File: config.mk
export PLATFORM = sky130hd
export DESIGN_NAME = core_sequencer_flat
export DESIGN_NICKNAME = d
export VERILOG_FILES = /design/src/rtl/core_sequencer_if.sv /design/src/rtl/core_sequencer.sv /design/src/flat_wrapper.sv
export SDC_FILE = /design/constraint.sdc
export NUM_CORES = 1
export LEC_CHECK = 0
export ABC_AREA = 1
export BUFFER_PORTS_ARGS = -buffer_cell sky130_fd_sc_hd__buf_4
export CORE_MARGIN = 10
export CORE_UTILIZATION = 47
export DETAILED_ROUTE_END_ITERATION = 7
export PLACE_DENSITY = 0.89
export SLEW_MARGIN = 20
export SYNTH_ARGS = -nofsm -noshare
export SYNTH_HDL_FRONTEND = slang
export SYNTH_SLANG_ARGS = --single-unit
export TNS_END_PERCENT = 20
File: constraint.sdc
create_clock -name clk -period 1.9 [get_ports clk]
set_input_delay 0.38 -clock clk [delete_from_list [all_inputs] [get_ports clk]]
set_output_delay 0.38 -clock clk [all_outputs]
set_load 0.01 [all_outputs]
File: src/rtl/core_sequencer_if.sv
// core_sequencer_if: handshake/status bundle between a core's sequencer and its datapath.
// CORE_SEQ_PERF_CNT_EN adds the instruction and stall counters.
interface core_sequencer_if #(
  parameter int THREADS_PER_BLOCK = 4,
  parameter int PROGRAM_MEM_ADDR_BITS = 8
);
  logic start;
  logic [THREADS_PER_BLOCK-1:0] thread_enable;
  logic [2:0] fetcher_state;
  logic decoded_ret;
  logic [2*THREADS_PER_BLOCK-1:0] lsu_state;
  logic [PROGRAM_MEM_ADDR_BITS*THREADS_PER_BLOCK-1:0] next_pc;
  logic [2:0] core_state;
  logic [PROGRAM_MEM_ADDR_BITS-1:0] current_pc;
  logic done;
  logic diverged;
`ifdef CORE_SEQ_PERF_CNT_EN
  logic [15:0] instr_count;
  logic [15:0] stall_count;
  modport master (
    output start, thread_enable, fetcher_state, decoded_ret, lsu_state, next_pc,
    input core_state, current_pc, done, diverged, instr_count, stall_count
  );
  modport slave (
    input start, thread_enable, fetcher_state, decoded_ret, lsu_state, next_pc,
    output core_state, current_pc, done, diverged, instr_count, stall_count
  );
`else
  modport master (
    output start, thread_enable, fetcher_state, decoded_ret, lsu_state, next_pc,
    input core_state, current_pc, done, diverged
  );
  modport slave (
    input start, thread_enable, fetcher_state, decoded_ret, lsu_state, next_pc,
    output core_state, current_pc, done, diverged
  );
`endif
endinterface

File: src/rtl/core_sequencer.sv
// core_sequencer: per-core FETCH..UPDATE control FSM owning the shared PC and divergence flag.
// CORE_SEQ_PERF_CNT_EN adds saturating instr_count/stall_count outputs.
module core_sequencer #(
  parameter int THREADS_PER_BLOCK = 4,
  parameter int PROGRAM_MEM_ADDR_BITS = 8
) (
  input logic clk,
  input logic reset,
  core_sequencer_if.slave bus
);
  localparam int T = THREADS_PER_BLOCK;
  localparam int W = PROGRAM_MEM_ADDR_BITS;
  localparam logic [2:0] IDLE = 3'b000;
  localparam logic [2:0] FETCH = 3'b001;
  localparam logic [2:0] DECODE = 3'b010;
  localparam logic [2:0] REQUEST = 3'b011;
  localparam logic [2:0] WAIT = 3'b100;
  localparam logic [2:0] EXECUTE = 3'b101;
  localparam logic [2:0] UPDATE = 3'b110;
  localparam logic [2:0] DONE = 3'b111;
  localparam logic [2:0] FETCHED = 3'b010;
  logic [2:0] state, state_nxt;
  logic [W-1:0] pc, sel_pc;
  logic done, diverged, busy, mismatch;
  always_comb begin
    sel_pc = '0;
    for (int i = T - 1; i >= 0; i--)
      if (bus.thread_enable[i]) sel_pc = bus.next_pc[i*W +: W];
  end
  // LSU codes 01/10 differ in their two bits, so XOR marks a lane still in flight
  always_comb begin
    busy = 1'b0;
    mismatch = 1'b0;
    for (int i = 0; i < T; i++) begin
      busy = busy | (bus.thread_enable[i] & (bus.lsu_state[2*i+1] ^ bus.lsu_state[2*i]));
      mismatch = mismatch | (bus.thread_enable[i] & (bus.next_pc[i*W +: W] != sel_pc));
    end
  end
  always_comb begin
    state_nxt = state;
    case (state)
      IDLE: if (bus.start) state_nxt = |bus.thread_enable ? FETCH : DONE;
      FETCH: if (bus.fetcher_state == FETCHED) state_nxt = DECODE;
      DECODE: state_nxt = REQUEST;
      REQUEST: state_nxt = WAIT;
      WAIT: if (!busy) state_nxt = EXECUTE;
      EXECUTE: state_nxt = UPDATE;
      UPDATE: state_nxt = bus.decoded_ret ? DONE : FETCH;
      default: state_nxt = state;
    endcase
  end
  always_ff @(posedge clk)
    if (reset) begin
      state <= IDLE;
      pc <= '0;
      done <= 1'b0;
      diverged <= 1'b0;
    end else begin
      state <= state_nxt;
      done <= state_nxt == DONE;
      if (state == UPDATE && !bus.decoded_ret) begin
        pc <= sel_pc;
        diverged <= diverged | mismatch;
      end
    end
  assign bus.core_state = state;
  assign bus.current_pc = pc;
  assign bus.done = done;
  assign bus.diverged = diverged;
`ifdef CORE_SEQ_PERF_CNT_EN
  logic [2:0] prev_state;
  logic [15:0] instr_count, stall_count;
  logic stall;
  // a repeat of FETCH or WAIT means the previous cycle already spent its free first cycle
  assign stall = (state == FETCH || state == WAIT) && prev_state == state;
  always_ff @(posedge clk)
    if (reset) begin
      prev_state <= IDLE;
      instr_count <= '0;
      stall_count <= '0;
    end else begin
      prev_state <= state;
      if (state == UPDATE && instr_count != 16'hFFFF) instr_count <= instr_count + 16'd1;
      if (stall && stall_count != 16'hFFFF) stall_count <= stall_count + 16'd1;
    end
  assign bus.instr_count = instr_count;
  assign bus.stall_count = stall_count;
`endif
endmodule

File: src/flat_wrapper.sv
// flat-port wrapper written by rule: the top's interface ports become plain ports
module core_sequencer_flat 
#(
  parameter int THREADS_PER_BLOCK = 4,
  parameter int PROGRAM_MEM_ADDR_BITS = 8
)
  (clk, reset, bus_start, bus_thread_enable, bus_fetcher_state, bus_decoded_ret, bus_lsu_state, bus_next_pc, bus_core_state, bus_current_pc, bus_done, bus_diverged);
  core_sequencer_if #(.THREADS_PER_BLOCK(THREADS_PER_BLOCK), .PROGRAM_MEM_ADDR_BITS(PROGRAM_MEM_ADDR_BITS)) bus_i ();
  input logic clk;
  input logic reset;
  input wire logic [$bits(bus_i.start)-1:0] bus_start;
  input wire logic [$bits(bus_i.thread_enable)-1:0] bus_thread_enable;
  input wire logic [$bits(bus_i.fetcher_state)-1:0] bus_fetcher_state;
  input wire logic [$bits(bus_i.decoded_ret)-1:0] bus_decoded_ret;
  input wire logic [$bits(bus_i.lsu_state)-1:0] bus_lsu_state;
  input wire logic [$bits(bus_i.next_pc)-1:0] bus_next_pc;
  output wire logic [$bits(bus_i.core_state)-1:0] bus_core_state;
  output wire logic [$bits(bus_i.current_pc)-1:0] bus_current_pc;
  output wire logic [$bits(bus_i.done)-1:0] bus_done;
  output wire logic [$bits(bus_i.diverged)-1:0] bus_diverged;
  assign bus_i.start = bus_start;
  assign bus_i.thread_enable = bus_thread_enable;
  assign bus_i.fetcher_state = bus_fetcher_state;
  assign bus_i.decoded_ret = bus_decoded_ret;
  assign bus_i.lsu_state = bus_lsu_state;
  assign bus_i.next_pc = bus_next_pc;
  assign bus_core_state = bus_i.core_state;
  assign bus_current_pc = bus_i.current_pc;
  assign bus_done = bus_i.done;
  assign bus_diverged = bus_i.diverged;
  core_sequencer #(.THREADS_PER_BLOCK(THREADS_PER_BLOCK), .PROGRAM_MEM_ADDR_BITS(PROGRAM_MEM_ADDR_BITS)) u_core (.clk(clk), .reset(reset), .bus(bus_i));
endmodule
==> run summary, run 1 <==
TritonRoute pass-1 iters = 4
CP Launch Type = input pin
Clk sinks = 13
Sequential area share after synthesis = 18.15%
Largest net degree at the start of global routing = 17
Initial antenna violation count = 0
CTS tree = yes
Final Core Density = 69.17%
Fmax = 0.6461 GHz
Fin Setup TNS = 0 ns
Top-area cell type share of the netlist area = 23.30%
Row count = 19
Die area = 0.005660 mm^2
Worst slew pin tran = 0.5722 ns
DRC = 0
Pwr Density = 424.8 mW/mm^2
Tcrit/Tclk final = 81.45%
Max rail drop VDD = 0.0002001 V
Slew Limit Headroom = 60.86%
Distinct cells, synth = 25
Min-delay worst type = input pin to register
GRT overflow = 0
Die Span X = 75.24 um
Mapped Area = 0.001434 mm^2
Setup repair bufs after CTS = 0
CP Max Fanout = 7
Final count of pins violating max slew = 0
Synthesized instance count = 269
Worst Path Arrival = 1.74 ns
H-tree levels = 1
Critical path endpoint category = register
RSZ-0062 raised after global routing = no
PortBufs = 63
Commonest non-fill, non-tap cell in the layout = nand2_1
Clock Path Buffers = 2
Status = complete, no violations
Final Net Count = 387
Initial DRC count = 141
Max-Cap Viols = 0
Post_cts resized = 0
Detailed-route via count = 1902
Synth area leader = nand2_1
Worst EP required = 2.09 ns
Ant. Diodes = 0
Layout area overhead = 36.47%
IO Count = 64
DP HPWL = 3914 um
Most frequent cells in the layout = 89 x nand2_1, 67 x buf_4, 46 x nand3_1
Post-route ant nets = 0
Starting Density = 50.69%
RD Place Congestion = 0.9552
Top post-synthesis cells by area = nand2_1 23%, dfxtp_1 18%, nand3_1 16%
Synth Register Bits = 13
Clk_skew = 0.0004786 ns
Avg WL per Cell = 12.75 um
Core footprint = 0.002829 mm^2
Setup Viol. Count Final = 0
Lkg Pwr = 1.137 nW
Synth warn = 0
Clk_lat worst skew = 0.29 ns
Critical path class = input pin to register
WL final = 4666 um
Clk slew on worst S/H paths = 0.08 ns
Vias in the first global route = 1771
Syn Area/Cell = 5.330 um^2
Post-Synthesis Net Count = 320
Total GRT Usage = 16.64%
Cts-stage hold buffer count = 0
Layout cells sized above 1 = 27.16%
Die height = 75.24 um
Fin crit period = 1.548 ns
Root buffer cell = clkbuf_4
Final Hold Viols = 0
Number of buffers created by CTS = 3
First-pass GRT wire length = 7659 um
Vias per inst = 5.197
-- final cells by class --
type / count / area (um^2)
Multi-Input combinational cell: 206 / 958.4
Fill cell: 278 / 872.1
Timing Repair Buffer: 67 / 503.0
Sequential cell: 13 / 260.3
Inverter: 45 / 168.9
Tap cell: 31 / 38.79
Clock buffer: 3 / 22.52
Clock inverter: 1 / 5.005
-- synth_stat cells (all sizes together) --
cell type and count:
dfxtp 13, nand2 97, or2 2, o21ai 12
a21oi 15, or3 1, nor3b 1, nor3 3
buf 5, nor4 2, nand4 1, nand3 46
inv 45, nand3b 6, nor2 19, a2111oi 1
-- worst paths after layout --
kind | cells after the start | startpoint | slack (ns) | to
setup / recovery | 14 | bus_thread_enable[1] | 0.35 | u_core.bus.diverged
hold / removal | 2 | reset | 0.28 | u_core.bus.diverged
setup reg to reg | 5 | u_core.bus.core_state[2] | 0.42 | u_core.bus.done
hold reg to reg | 2 | u_core.bus.diverged | 0.48 | u_core.bus.diverged
-- registers in the layout (all words and copies together) (netlist names) --
signal	flops
u_core.bus.done	1
u_core.bus.current_pc	8
u_core.bus.diverged	1
u_core.bus.core_state	3
-- logic make-up after synthesis --
family	after synthesis	synth area share, %
flops	13	18.15
simple gates	178	56.55
compound gates	28	10.30
buf+inv	50	15.01
-- critical path, stage by stage --
cell and delay (ns):
buf_4 0.15, buf_4 0.16, a21oi_1 0.17, nand2_2 0.09, nand2_1 0.16, nand2_1 0.08, nand2_1 0.08, nand2_1 0.05
nor2_1 0.11, nand2_1 0.07, nand2_1 0.05, nand3_1 0.07, nand2_1 0.07, a21oi_2 0.05
-- stage by stage --
step / std cells / area (um^2) / power, mW / setup WS [ns] / hold slack, ns
global placement: 362 / 1929 / 0.6482 / 0.08900 / 0.4624
global route: 366 / 1957 / 0.8932 / 0.1344 / 0.2802
CTS: 366 / 1957 / 0.8281 / 0.3760 / 0.2820
floorplan: 269 / 1434 / 0.5048 / 0.4299 / 0.4424
detailed placement: 362 / 1929 / 0.6539 / 0.06904 / 0.4670
finish: 366 / 1957 / 0.8312 / 0.3524 / 0.2834
-- where the power goes --
part           leakage, nW  switching (mW)  total [mW]  internal [mW]
Sequential           0.105         0.00753       0.286          0.279
Combinational         1.01           0.203       0.366          0.164
Clock               0.0177           0.100       0.179         0.0783
Total                 1.14           0.310       0.831          0.521
-- routing by layer --
layer | wire length, um | up-vias | global-route usage (%)
met5 | 0 | - | 0
met4 | 65 | 0 | 5.773
met3 | 512 | 7 | 4.599
met2 | 2173 | 90 | 29.24
met1 | 1915 | 818 | 18.89
li1 | - | 987 | -
Power figures use the tool's default switching activity.
==> inputs of run 2 (changes only) <==
--- a/config.mk
+++ b/config.mk
@@ -5,12 +5,12 @@
 export SDC_FILE = /design/constraint.sdc
 export NUM_CORES = 1
 export LEC_CHECK = 0
-export ABC_AREA = 1
+export ABC_AREA = 0
 export BUFFER_PORTS_ARGS = -buffer_cell sky130_fd_sc_hd__buf_4
 export CORE_MARGIN = 10
-export CORE_UTILIZATION = 47
+export CORE_UTILIZATION = 46
 export DETAILED_ROUTE_END_ITERATION = 7
-export PLACE_DENSITY = 0.89
+export PLACE_DENSITY = 0.9
 export SLEW_MARGIN = 20
 export SYNTH_ARGS = -nofsm -noshare
 export SYNTH_HDL_FRONTEND = slang
==> constraint.sdc (replaced) <==
create_clock -name clk -period 1.6 [get_ports clk]
set_input_delay 0.32 -clock clk [delete_from_list [all_inputs] [get_ports clk]]
set_output_delay 0.32 -clock clk [all_outputs]
set_load 0.01 [all_outputs]
==> run 2 against run 1 <==
  * Power is 25% higher
  * Critical path depth fell by 5
  * Clock skew hardly changed
  * Sequential cell count unchanged
  * Synthesized area shrank 11%
  * Sequential share of layout area is 1.1 points lower
  * Register-to-register slack worse by 0.21 ns
  * Synthesized cell count decreased by 39%
  * The run now ends with negative setup slack left
  * Largest power group unchanged
  * Die area decreased by 6.9%
  * Non-clock buffer count up 24
  * Combinational power up 32%
  * Sequential power increased by 20%
==> run summary, run 2 <==
Asr flop ratio synth = 0% (unchanged)
Reg area = 260.3 um^2 (unchanged)
Ant. Diodes = 0 (unchanged)
Critical path endpoint category = register
Synth Register Bits = 13 (unchanged)
Area of the multi-input gates = 0.001052 mm^2 (+9.8%)
Clock share of power = 20.6% (-0.9 points)
Top post-synthesis cells by area = dfxtp_1 20%, a221oi_4 14%, or3_1 12%
Failing checks = negative setup slack
CTS tree = yes
Worst slew pin tran = 0.3219 ns (-0.2503 ns)
Status = finished with violations
Fin crit period = 1.788 ns
Synth warn = 0 (unchanged)
Core footprint = 0.002710 mm^2 (-4.2%)
Cell Area, Placed = 0.001954 mm^2 (+1.3%)
Commonest non-fill, non-tap cell in the layout = buf_4
Synth area leader = dfxtp_1
H-tree levels = 1 (unchanged)
WL final = 5134 um (+10%)
Most frequent cells in the layout = 86 x buf_4, 24 x o21ai_0, 24 x or3_1
Primary FF master, synth = dfxtp_1
Layout area overhead = 67.06%
Uppermost layer routed = met4
Clk_lat worst skew = 0.28 ns (about the same)
Slew Limit Headroom = 78.30% (+17 points)
Starting Density = 46.95% (-3.7 points)
Worst EP required = 1.76 ns (-0.33 ns)
Die height = 72.60 um (-3.5%)
Final Cell Area = 0.002126 mm^2 (+8.6%)
Net Sw Frac = 35.33% (-2.0 points)
Sequential area share after synthesis = 20.45% (+2.3 points)
Detailed-route via count = 1720 (-9.6%)
Mapped Area = 0.001272 mm^2 (-11%)
Met1 Wirelength = 1928 um (+0.68%)
Max reg flops = 8 (unchanged)
Syn Area/Cell = 7.759 um^2 (+46%)
Fmax = 0.5592 GHz
Worst Path Arrival = 1.95 ns (+0.21 ns)
Cell total after placement = 274 (-24%)
Distinct cells, synth = 31 (+24%)
TritonRoute pass-1 iters = 4 (unchanged)
Critical path class = input pin to register
DRC = 0 (unchanged)
Clock Path Buffers = 2 (unchanged)
Top-area cell type share of the netlist area = 20.45% (-2.8 points)
Total GRT Usage = 18.34% (+1.7 points)
Number of buffers created by CTS = 3 (unchanged)
CP Max Fanout = 8 (+1)
# fillers = 197 (-29%)
RSZ-0062 raised after global routing = yes
Layout cells sized above 1 = 46.43% (+19 points)
Row count = 19 (unchanged)
Dpl ws = -0.5341 ns (-0.6032 ns)
Comb power frac = 46.4% (+2.3 points)
Lkg Pwr = 0.8979 nW (-21%)
First-pass GRT wire length = 8045 um (+5.0%)
EDFF count, synth = 0 (unchanged)
Die area = 0.005270 mm^2 (-6.9%)
Max-Cap Viols = 0 (unchanged)
Vias per inst = 6.078 (+17%)
Pwr Density = 489.3 mW/mm^2 (+15%)
Final Net Count = 304 (-21%)
Post-Synthesis Net Count = 215 (-33%)
Slack of the critical path = -0.1882 ns (-0.5406 ns)
RD Place Congestion = 0.9409 (-1.5%)
Synthesized instance count = 164 (-39%)
Initial DRC count = 151 (+7.1%)
Initial antenna violation count = 0 (unchanged)
Vias in the first global route = 1709 (-3.5%)
Switching power = 0.3675 mW (+18%)
Cts-stage hold buffer count = 0 (unchanged)
Max rail drop VDD = 0.0005439 V (+170%)
Worst hold slack = 0.2894 ns (+0.005990 ns)
Clk slew on worst S/H paths = 0.09 ns (about the same)
Post-route ant nets = 0 (unchanged)
DP HPWL = 3762 um (-3.9%)
Clk_skew = 0.0004636 ns (-0.00001507 ns)
Non-Filler Instances = 283 (-23%)
Final count of pins violating max slew = 0 (unchanged)
GRT overflow = 0 (unchanged)
Final Hold Viols = 0 (unchanged)
Met2 wire length = 2580 um (+19%)
Die Span X = 72.60 um (-3.5%)
PortBufs = 63 (unchanged)
IO Count = 64 (unchanged)
Met3 wire len = 468 um (-8.6%)
Pint = 0.6726 mW (+29%)
Dominant cell by count in the synthesized netlist = o21ai_0
Setup Viol. Count Final = 1 (+1)
Flop pwr share = 33.0% (-1.5 points)
Root buffer cell = clkbuf_4
Tcrit/Tclk final = 111.8%
Largest net degree at the start of global routing = 18 (+1)
Top cells by instance count after synthesis = 25 x o21ai_0, 24 x or3_1, 15 x nor2_1
Clk sinks = 13 (unchanged)
CP Launch Type = input pin
Avg WL per Cell = 18.14 um (+42%)
Min-delay worst type = input pin to register
==> run 2: power groups by stage <==
stage	logic, mW	registers, mW	clock network (mW)
detailed placement	0.421	0.351	0
global route	0.519	0.346	0.230
floorplan	0.201	0.348	0
CTS	0.450	0.343	0.214
global placement	0.411	0.351	0
finish	0.483	0.343	0.214
==> run 2: kinds of logic (layout without fill, tap and decap cells) <==
| logic type | count (synthesis) | count (layout) | synth area share, % |
|---|---|---|---|
| buffers and inverters | 12 | 99 | 4.916 |
| AOI/OAI and AO/OA | 63 | 63 | 40.71 |
| DFF | 13 | 13 | 20.45 |
| xor gates and xnor gates | 4 | 4 | 2.753 |
| and+or+nand+nor | 72 | 73 | 31.17 |
==> run 2: what timing repair did <==
action                     CTS  global route
pin swaps                    3             6
buffers inserted             3             2
setup endpoints to repair    1             1
resized for setup           11            12
gates cloned                 0             1
==> run 2: stage by stage <==
step | TNS (ns) | utilization [%] | power [mW]
after global routing | -0.2548 | 78.44 | 1.095
after detailed placement | -0.6934 | 72.11 | 0.7721
after floorplan | -0.1752 | - | 0.5486
after global placement | -0.4756 | 72.11 | 0.7622
after CTS | -0.1187 | 76.41 | 1.007
final | -0.1882 | 78.44 | 1.040
==> run 2: worst max-delay path, cell delays in order <==
cell and delay, ns:
buf_4 0.13, nor2b_4 0.11, clkbuf_16 0.19, a221oi_4 0.09
buf_4 0.15, o21ai_1 0.19, nand4_1 0.17, o41ai_2 0.43
a41oi_1 0.16
==> run 2: final timing paths <==
path                             from                       end  slack [ns]  cells past startpoint
min                             reset  u_core.bus.core_state[2]        0.29                      2
max reg2reg  u_core.bus.core_state[1]  u_core.bus.current_pc[7]        0.21                      5
max              bus_thread_enable[2]       u_core.bus.diverged       -0.19                      9
min reg2reg  u_core.bus.current_pc[2]  u_core.bus.current_pc[2]        0.50                      2
==> run 2: per-layer routing <==
| layer | vias up | GRT usage, % |
|---|---|---|
| met5 | - | 0 |
| met4 | 0 | 5.063 |
| met3 | 16 | 4.082 |
| met2 | 98 | 32.27 |
| met1 | 769 | 21.56 |
| li1 | 837 | - |
==> run 2: layout make-up <==
cell class / instances / share of cell area [%]
tap: 31 / 1.825
multi-input combinational: 140 / 49.50
timing repair buffer: 91 / 34.26
sequential: 13 / 12.24
clock buffer: 3 / 1.059
inverter: 4 / 0.8829
clock inverter: 1 / 0.2354
